===== src/rtl/dmem_arb_pkg.sv =====
// Shared types and constants for the data-memory arbiter (core MEM stage vs host port).
package dmem_arb_pkg;

  localparam int CNT_W = 4;

  typedef enum logic [0:0] {
    ST_SHARED    = 1'b0,
    ST_HOST_LOCK = 1'b1
  } arb_state_e;

  typedef enum logic [0:0] {
    OWN_CORE = 1'b0,
    OWN_HOST = 1'b1
  } owner_e;

endpackage


===== src/rtl/dmem_arbiter_sat_counter.sv =====
// Saturating up-counter used for the host wait and burst counters.
// Clear has priority; clear together with inc loads 1 so a counter can restart on a counted beat.
module arb_sat_counter
  import dmem_arb_pkg::*;
#(
  parameter logic [CNT_W-1:0] LIMIT = 4'd4
) (
  input  logic             clk_i,
  input  logic             rst_i,
  input  logic             inc_i,
  input  logic             clr_i,
  output logic [CNT_W-1:0] cnt_o
);

  logic [CNT_W-1:0] r_cnt;

  always_ff @(posedge clk_i) begin
    if (rst_i) begin
      r_cnt <= '0;
    end else if (clr_i) begin
      r_cnt <= {{(CNT_W-1){1'b0}}, inc_i};
    end else if (inc_i && (r_cnt != LIMIT)) begin
      r_cnt <= r_cnt + CNT_W'(1);
    end else begin
      r_cnt <= r_cnt;
    end
  end

  assign cnt_o = r_cnt;

endmodule


===== src/rtl/dmem_arbiter.sv =====
// Single-port data memory arbiter: core (default priority) vs host with starvation bound and lock bursts.
// Optional DMEM_ARB_STATS_EN adds 32-bit grant/conflict statistics counters.
module dmem_arbiter
  import dmem_arb_pkg::*;
#(
  parameter int ADDR_W    = 8,
  parameter int DATA_W    = 64,
  parameter int MAX_WAIT  = 4,
  parameter int MAX_BURST = 8
) (
  input  logic              clk_i,
  input  logic              rst_i,
  input  logic              core_req_i,
  input  logic              core_we_i,
  input  logic [ADDR_W-1:0] core_addr_i,
  input  logic [DATA_W-1:0] core_wdata_i,
  output logic              core_gnt_o,
  output logic              core_stall_o,
  output logic              core_rvalid_o,
  output logic [DATA_W-1:0] core_rdata_o,
  input  logic              host_req_i,
  input  logic              host_we_i,
  input  logic              host_lock_i,
  input  logic [ADDR_W-1:0] host_addr_i,
  input  logic [DATA_W-1:0] host_wdata_i,
  output logic              host_gnt_o,
  output logic              host_rvalid_o,
  output logic [DATA_W-1:0] host_rdata_o,
  output logic [ADDR_W-1:0] mem_addr_o,
  output logic [DATA_W-1:0] mem_wdata_o,
  output logic              mem_we_o,
  output logic              mem_re_o,
  input  logic [DATA_W-1:0] mem_rdata_i
`ifdef DMEM_ARB_STATS_EN
  ,
  output logic [31:0]       stat_core_gnt_o,
  output logic [31:0]       stat_host_gnt_o,
  output logic [31:0]       stat_conflict_o
`endif
);

  arb_state_e       r_state;
  owner_e           r_rd_owner;
  logic             r_rd_pend;
  logic [ADDR_W-1:0] r_addr;
  logic [DATA_W-1:0] r_wdata;
  logic [DATA_W-1:0] r_core_rdata;
  logic [DATA_W-1:0] r_host_rdata;
  logic [CNT_W-1:0] w_wait_cnt;
  logic [CNT_W-1:0] w_burst_cnt;
  logic             w_core_gnt;
  logic             w_host_gnt;
  logic             w_gnt;
  logic             w_we;
  logic             w_core_rvalid;
  logic             w_host_rvalid;

  arb_sat_counter #(.LIMIT(CNT_W'(MAX_WAIT))) u_wait_cnt (
    .clk_i (clk_i),
    .rst_i (rst_i),
    .inc_i (host_req_i & ~w_host_gnt),
    .clr_i (w_host_gnt),
    .cnt_o (w_wait_cnt)
  );

  // Burst counter holds the number of host beats already granted in the current locked burst.
  arb_sat_counter #(.LIMIT(CNT_W'(MAX_BURST))) u_burst_cnt (
    .clk_i (clk_i),
    .rst_i (rst_i),
    .inc_i (w_host_gnt),
    .clr_i (r_state == ST_SHARED),
    .cnt_o (w_burst_cnt)
  );

  always_comb begin
    w_core_gnt = 1'b0;
    w_host_gnt = 1'b0;
    if (rst_i) begin
      w_core_gnt = 1'b0;
    end else begin
      case (r_state)
        ST_SHARED: begin
          w_host_gnt = host_req_i & (~core_req_i | (w_wait_cnt == CNT_W'(MAX_WAIT)));
          w_core_gnt = core_req_i & ~w_host_gnt;
        end
        ST_HOST_LOCK: w_host_gnt = host_req_i;
        default:      w_host_gnt = 1'b0;
      endcase
    end
  end

  assign w_gnt         = w_core_gnt | w_host_gnt;
  assign w_we          = w_host_gnt ? host_we_i : core_we_i;
  assign w_core_rvalid = ~rst_i & r_rd_pend & (r_rd_owner == OWN_CORE);
  assign w_host_rvalid = ~rst_i & r_rd_pend & (r_rd_owner == OWN_HOST);

  // Memory command and read-return muxing; everything is forced low while reset is held.
  always_comb begin
    mem_we_o = w_gnt & w_we;
    mem_re_o = w_gnt & ~w_we;
    if (rst_i) begin
      mem_addr_o   = '0;
      mem_wdata_o  = '0;
      core_rdata_o = '0;
      host_rdata_o = '0;
    end else begin
      mem_addr_o   = w_host_gnt ? host_addr_i  : (w_core_gnt ? core_addr_i  : r_addr);
      mem_wdata_o  = w_host_gnt ? host_wdata_i : (w_core_gnt ? core_wdata_i : r_wdata);
      core_rdata_o = w_core_rvalid ? mem_rdata_i : r_core_rdata;
      host_rdata_o = w_host_rvalid ? mem_rdata_i : r_host_rdata;
    end
  end

  assign core_gnt_o    = w_core_gnt;
  assign host_gnt_o    = w_host_gnt;
  assign core_stall_o  = ~rst_i & core_req_i & ~w_core_gnt;
  assign core_rvalid_o = w_core_rvalid;
  assign host_rvalid_o = w_host_rvalid;

  always_ff @(posedge clk_i) begin
    if (rst_i) begin
      r_state      <= ST_SHARED;
      r_rd_pend    <= 1'b0;
      r_rd_owner   <= OWN_CORE;
      r_addr       <= '0;
      r_wdata      <= '0;
      r_core_rdata <= '0;
      r_host_rdata <= '0;
    end else begin
      // The beat that brings the burst to MAX_BURST beats is the last locked one.
      case (r_state)
        ST_SHARED: begin
          if (w_host_gnt && host_lock_i && (MAX_BURST > 1)) r_state <= ST_HOST_LOCK;
          else                                              r_state <= ST_SHARED;
        end
        ST_HOST_LOCK: begin
          if (!host_req_i || !host_lock_i || (w_burst_cnt == CNT_W'(MAX_BURST - 1)))
            r_state <= ST_SHARED;
          else
            r_state <= ST_HOST_LOCK;
        end
        default: r_state <= ST_SHARED;
      endcase
      r_rd_pend <= w_gnt & ~w_we;
      if (w_gnt) begin
        r_rd_owner <= w_host_gnt ? OWN_HOST : OWN_CORE;
        r_addr     <= mem_addr_o;
        r_wdata    <= mem_wdata_o;
      end
      if (w_core_rvalid) r_core_rdata <= mem_rdata_i;
      if (w_host_rvalid) r_host_rdata <= mem_rdata_i;
    end
  end

`ifdef DMEM_ARB_STATS_EN
  logic [31:0] r_stat_core;
  logic [31:0] r_stat_host;
  logic [31:0] r_stat_conf;

  always_ff @(posedge clk_i) begin
    if (rst_i) begin
      r_stat_core <= 32'd0;
      r_stat_host <= 32'd0;
      r_stat_conf <= 32'd0;
    end else begin
      r_stat_core <= r_stat_core + {31'd0, w_core_gnt};
      r_stat_host <= r_stat_host + {31'd0, w_host_gnt};
      r_stat_conf <= r_stat_conf + {31'd0, core_req_i & host_req_i};
    end
  end

  assign stat_core_gnt_o = r_stat_core;
  assign stat_host_gnt_o = r_stat_host;
  assign stat_conflict_o = r_stat_conf;
`endif

endmodule


===== config.mk =====
export PLATFORM = sky130hd
export DESIGN_NAME = dmem_arbiter
export DESIGN_NICKNAME = d
export VERILOG_FILES = /design/src/rtl/dmem_arb_pkg.sv /design/src/rtl/dmem_arbiter_sat_counter.sv /design/src/rtl/dmem_arbiter.sv
export SDC_FILE = /design/constraint.sdc
export NUM_CORES = 1
export LEC_CHECK = 0
export ABC_AREA = 1
export BUFFER_PORTS_ARGS = -buffer_cell sky130_fd_sc_hd__buf_4
export CAP_MARGIN = 20
export CORE_MARGIN = 5
export CORE_UTILIZATION = 27
export CTS_CLUSTER_DIAMETER = 60
export DETAILED_ROUTE_END_ITERATION = 12
export PLACE_DENSITY = 0.56
export SKIP_LAST_GASP = 1
export SLEW_MARGIN = 20
export SYNTH_ARGS = -nofsm -noshare
export SYNTH_HDL_FRONTEND = slang
export SYNTH_HIERARCHICAL = 1
export SYNTH_SLANG_ARGS = --single-unit
export TNS_END_PERCENT = 50

===== constraint.sdc =====
create_clock -name clk_i -period 1.82 [get_ports clk_i]
set_input_delay 0.091 -clock clk_i [delete_from_list [all_inputs] [get_ports clk_i]]
set_output_delay 0.091 -clock clk_i [all_outputs]
set_load 0.02 [all_outputs]

==> reports/metrics.csv <==
metric,value,unit
Final Power,13.45,mW
total core area,33280,um2
DP Wirelength,24070,um
"flops & latches, synth",211,
P_leak,8.710,nW
max-slew violation count,0,
Initial DRC Count,541,
Min-Delay Path Class,primary input to flop,
Final setup violation count,206,
clk sinks,211,
clk_lat worst skew,0.54,ns
routed wire length,45370,um
CP Launch Type,flop,
largest area contributor in the netlist,dfxtp_1,
Max Fanout on Critical Path,22,
Placer Congestion,0.8308,
vias in the first global route,10850,
cell area after synthesis,9045,um2
die area,37260,um2
Die Ht,193.0,um
Post-Syn Instances,1294,
final antenna-violating net count,0,
failing checks,negative setup slack,
nets@finish,2213,
FMAX,452.0,MHz
Mapped Nets,1513,
initial antenna violation count,1,
Std-Cell Rows,67,
Top-Level Pins,422,
largest net degree at the start of global routing,70,
RSZ-0062 raised after global routing,true,
drt wl/cell,18.41,um
worst vdd ir,635.0,uV
CTS Buffer Depth,3,
ratio of cells with drive above 1 in the final layout,40.60,%
post-synthesis sequential area ratio,46.70,%
grt ovf,0,
1st-pass router iterations,5,
Post-Syn Area per Cell,6.990,um2
dpl ws,0.1460,ns
Total Routing Usage GR,18.18,%
"slowest stage cell, crit path",dfxtp_2,
Avg Vias per Cell,4.726,
Chip Width,193.0,um
first-pass GRT wire length,55370,um
normalized max-slew margin,46.81,%
Least-Margin Pin Slew,0.7978,ns
TritonCTS clock tree,yes,
Crit. End Element,primary output,
cells along the critical path,inv_2 -> nor2_2 -> nand2_2 -> nand3_4 -> nand2_8 -> clkbuf_16 -> nand3_1 -> a21oi_1 -> buf_4,
clock transition at the registers of the reported paths,0.06,ns
MaxCap Viol Count,0,
Tcrit/Tclk final,121.6,%
post-route minimum period,2.212,ns
endpoints failing hold,0,
setup_tns,-46.48,ns
Area Overhead vs Synth,105.9,%
clock root cell,clkbuf_16,
YS warnings,6,
R2R depth,12,
Inserted Clock Buffers,27,
PortBufs,421,
status,"complete, but fails checks",
depth of the CTS H-tree,1,
critical setup path kind,flop to primary output,
clock skew,0.01321,ns
"top cells by area, synth","dfxtp_1 (47%), nand2_1 (16%), nand3_1 (12%)",
crit path DAT,2.12,ns
DR DRC count,0,
library cells used by synthesis,29,
via count,11650,
Worst Path Required,1.73,ns
Final WS setup,-0.3924,ns
pwr dens,722.1,nW/um2
Hold Path Depth,5,
max incr delay on CP,0.32,ns
Starting Density,27.18,%
Synth top area share,46.70,%
==> per-stage QoR <==
| stage | area [um2] | util [%] | instances | hold slack, ns |
|---|---|---|---|---|
| floorplan | 9045 | - | 1294 | 0.2320 |
| global placement | 13100 | 39.37 | 2133 | 0.3386 |
| detailed placement | 13100 | 39.37 | 2133 | 0.3434 |
| CTS | 16280 | 48.92 | 2388 | 0.002122 |
| global route | 18620 | 55.95 | 2464 | 0.005781 |
| finish | 18620 | 55.95 | 2464 | 0.01330 |
==> final timing paths <==
check                                                       from                               end  slack, ns
worst min register to register           r_wdata[2]$_SDFFE_PP0P_           r_wdata[2]$_SDFFE_PP0P_       0.49
worst min-delay path                            host_wdata_i[29]          r_wdata[29]$_SDFFE_PP0P_       0.01
worst max-delay path            u_wait_cnt/cnt_o[2]$_SDFFE_PP0P_                   mem_wdata_o[42]      -0.39
worst max register to register  u_wait_cnt/cnt_o[2]$_SDFFE_PP0P_  u_wait_cnt/cnt_o[3]$_SDFFE_PP0P_       0.05
==> cells in the mapped netlist, drive strengths merged <==
library cell / number
nand2: 380
nand3: 225
dfxtp: 211
o21ai: 131
inv: 120
a21oi: 93
clkbuf: 53
buf: 44
nor2: 23
ha: 4
nand4: 2
nor3: 2
o21bai: 2
a211oi: 1
a21boi: 1
a31oi: 1
xor2: 1
==> where the power goes <==
part           switching, mW  internal, mW  total [mW]
sequential            0.0626          4.82        4.88
combinational           1.42          1.45        2.87
clock                   2.19          3.50        5.70
total                   3.67          9.77        13.4
==> cell usage in the layout, fill, tap and decap left out, types with 7 or more instances in the layout <==
cell / Yosys / routed
a21oi_1: 92 / 73
a21oi_2: 1 / 19
buf_12: 0 / 25
buf_16: 0 / 7
buf_4: 5 / 429
buf_6: 0 / 75
buf_8: 0 / 9
clkbuf_16: 0 / 53
dfxtp_1: 211 / 205
dlygate4sd3_1: 0 / 194
inv_1: 112 / 83
inv_2: 8 / 34
inv_6: 0 / 8
nand2_1: 377 / 317
nand2_2: 3 / 33
nand2_4: 0 / 26
nand3_1: 222 / 190
nand3_2: 2 / 28
nand3_4: 1 / 7
nor2_1: 20 / 16
o21ai_0: 130 / 102
o21ai_4: 0 / 22
==> routing by layer <==
layer	vias up	GRT usage (%)	part of all wire, %	wire length, um
li1	5615	-	-	-
met1	5459	20.47	39	17520
met2	485	31.74	49	22330
met3	87	6.662	9.2	4178
met4	0	6.427	3.0	1350
met5	-	0	0	0
==> worst max-delay path: cells and delay by family, from the launching register on <==
kind	cells	cell delay, ns
and+or+nand+nor	5	0.61
buffers and inverters	3	0.45
DFF	1	0.32
AOI/OAI and AO/OA	1	0.19
==> cells by family after synthesis <==
kind of cell	after synthesis	synth area share, %
adders and majority gates	4	0.5533
xor gates and xnor gates	1	0.09685
and+or+nand+nor	632	30.02
buffers and inverters	217	9.752
AOI/OAI and AO/OA	229	12.88
DFF	211	46.70
==> sequential cells by signal, indices dropped and copies added (netlist names) <==
signal	flops
r_rd_pend	1
r_wdata	64
r_core_rdata	64
u_burst_cnt/cnt_o	4
u_wait_cnt/cnt_o	4
r_rd_owner	1
r_addr	8
r_state	1
r_host_rdata	64
==> area by class of cell <==
cell class | count | area, um2
clock buffer | 36 | 749.5
multi-input combinational | 867 | 4878
timing repair buffer | 766 | 7518
clock inverter | 14 | 202.7
tap | 448 | 560.5
sequential | 211 | 4232
inverter | 120 | 467.9
antenna | 1 | 2.502
timing repair inverter | 1 | 8.758
fill | 2833 | 14660
==> timing repair <==
item	CTS	global route
cloned	6	39
setup buffers	5	36
gates resized for setup	17	350
hold buffers	194	0
hold endpoints to repair	201	0
setup endpoints to repair	207	207
pin swaps	3	33
(Power assumes the default switching activity.)
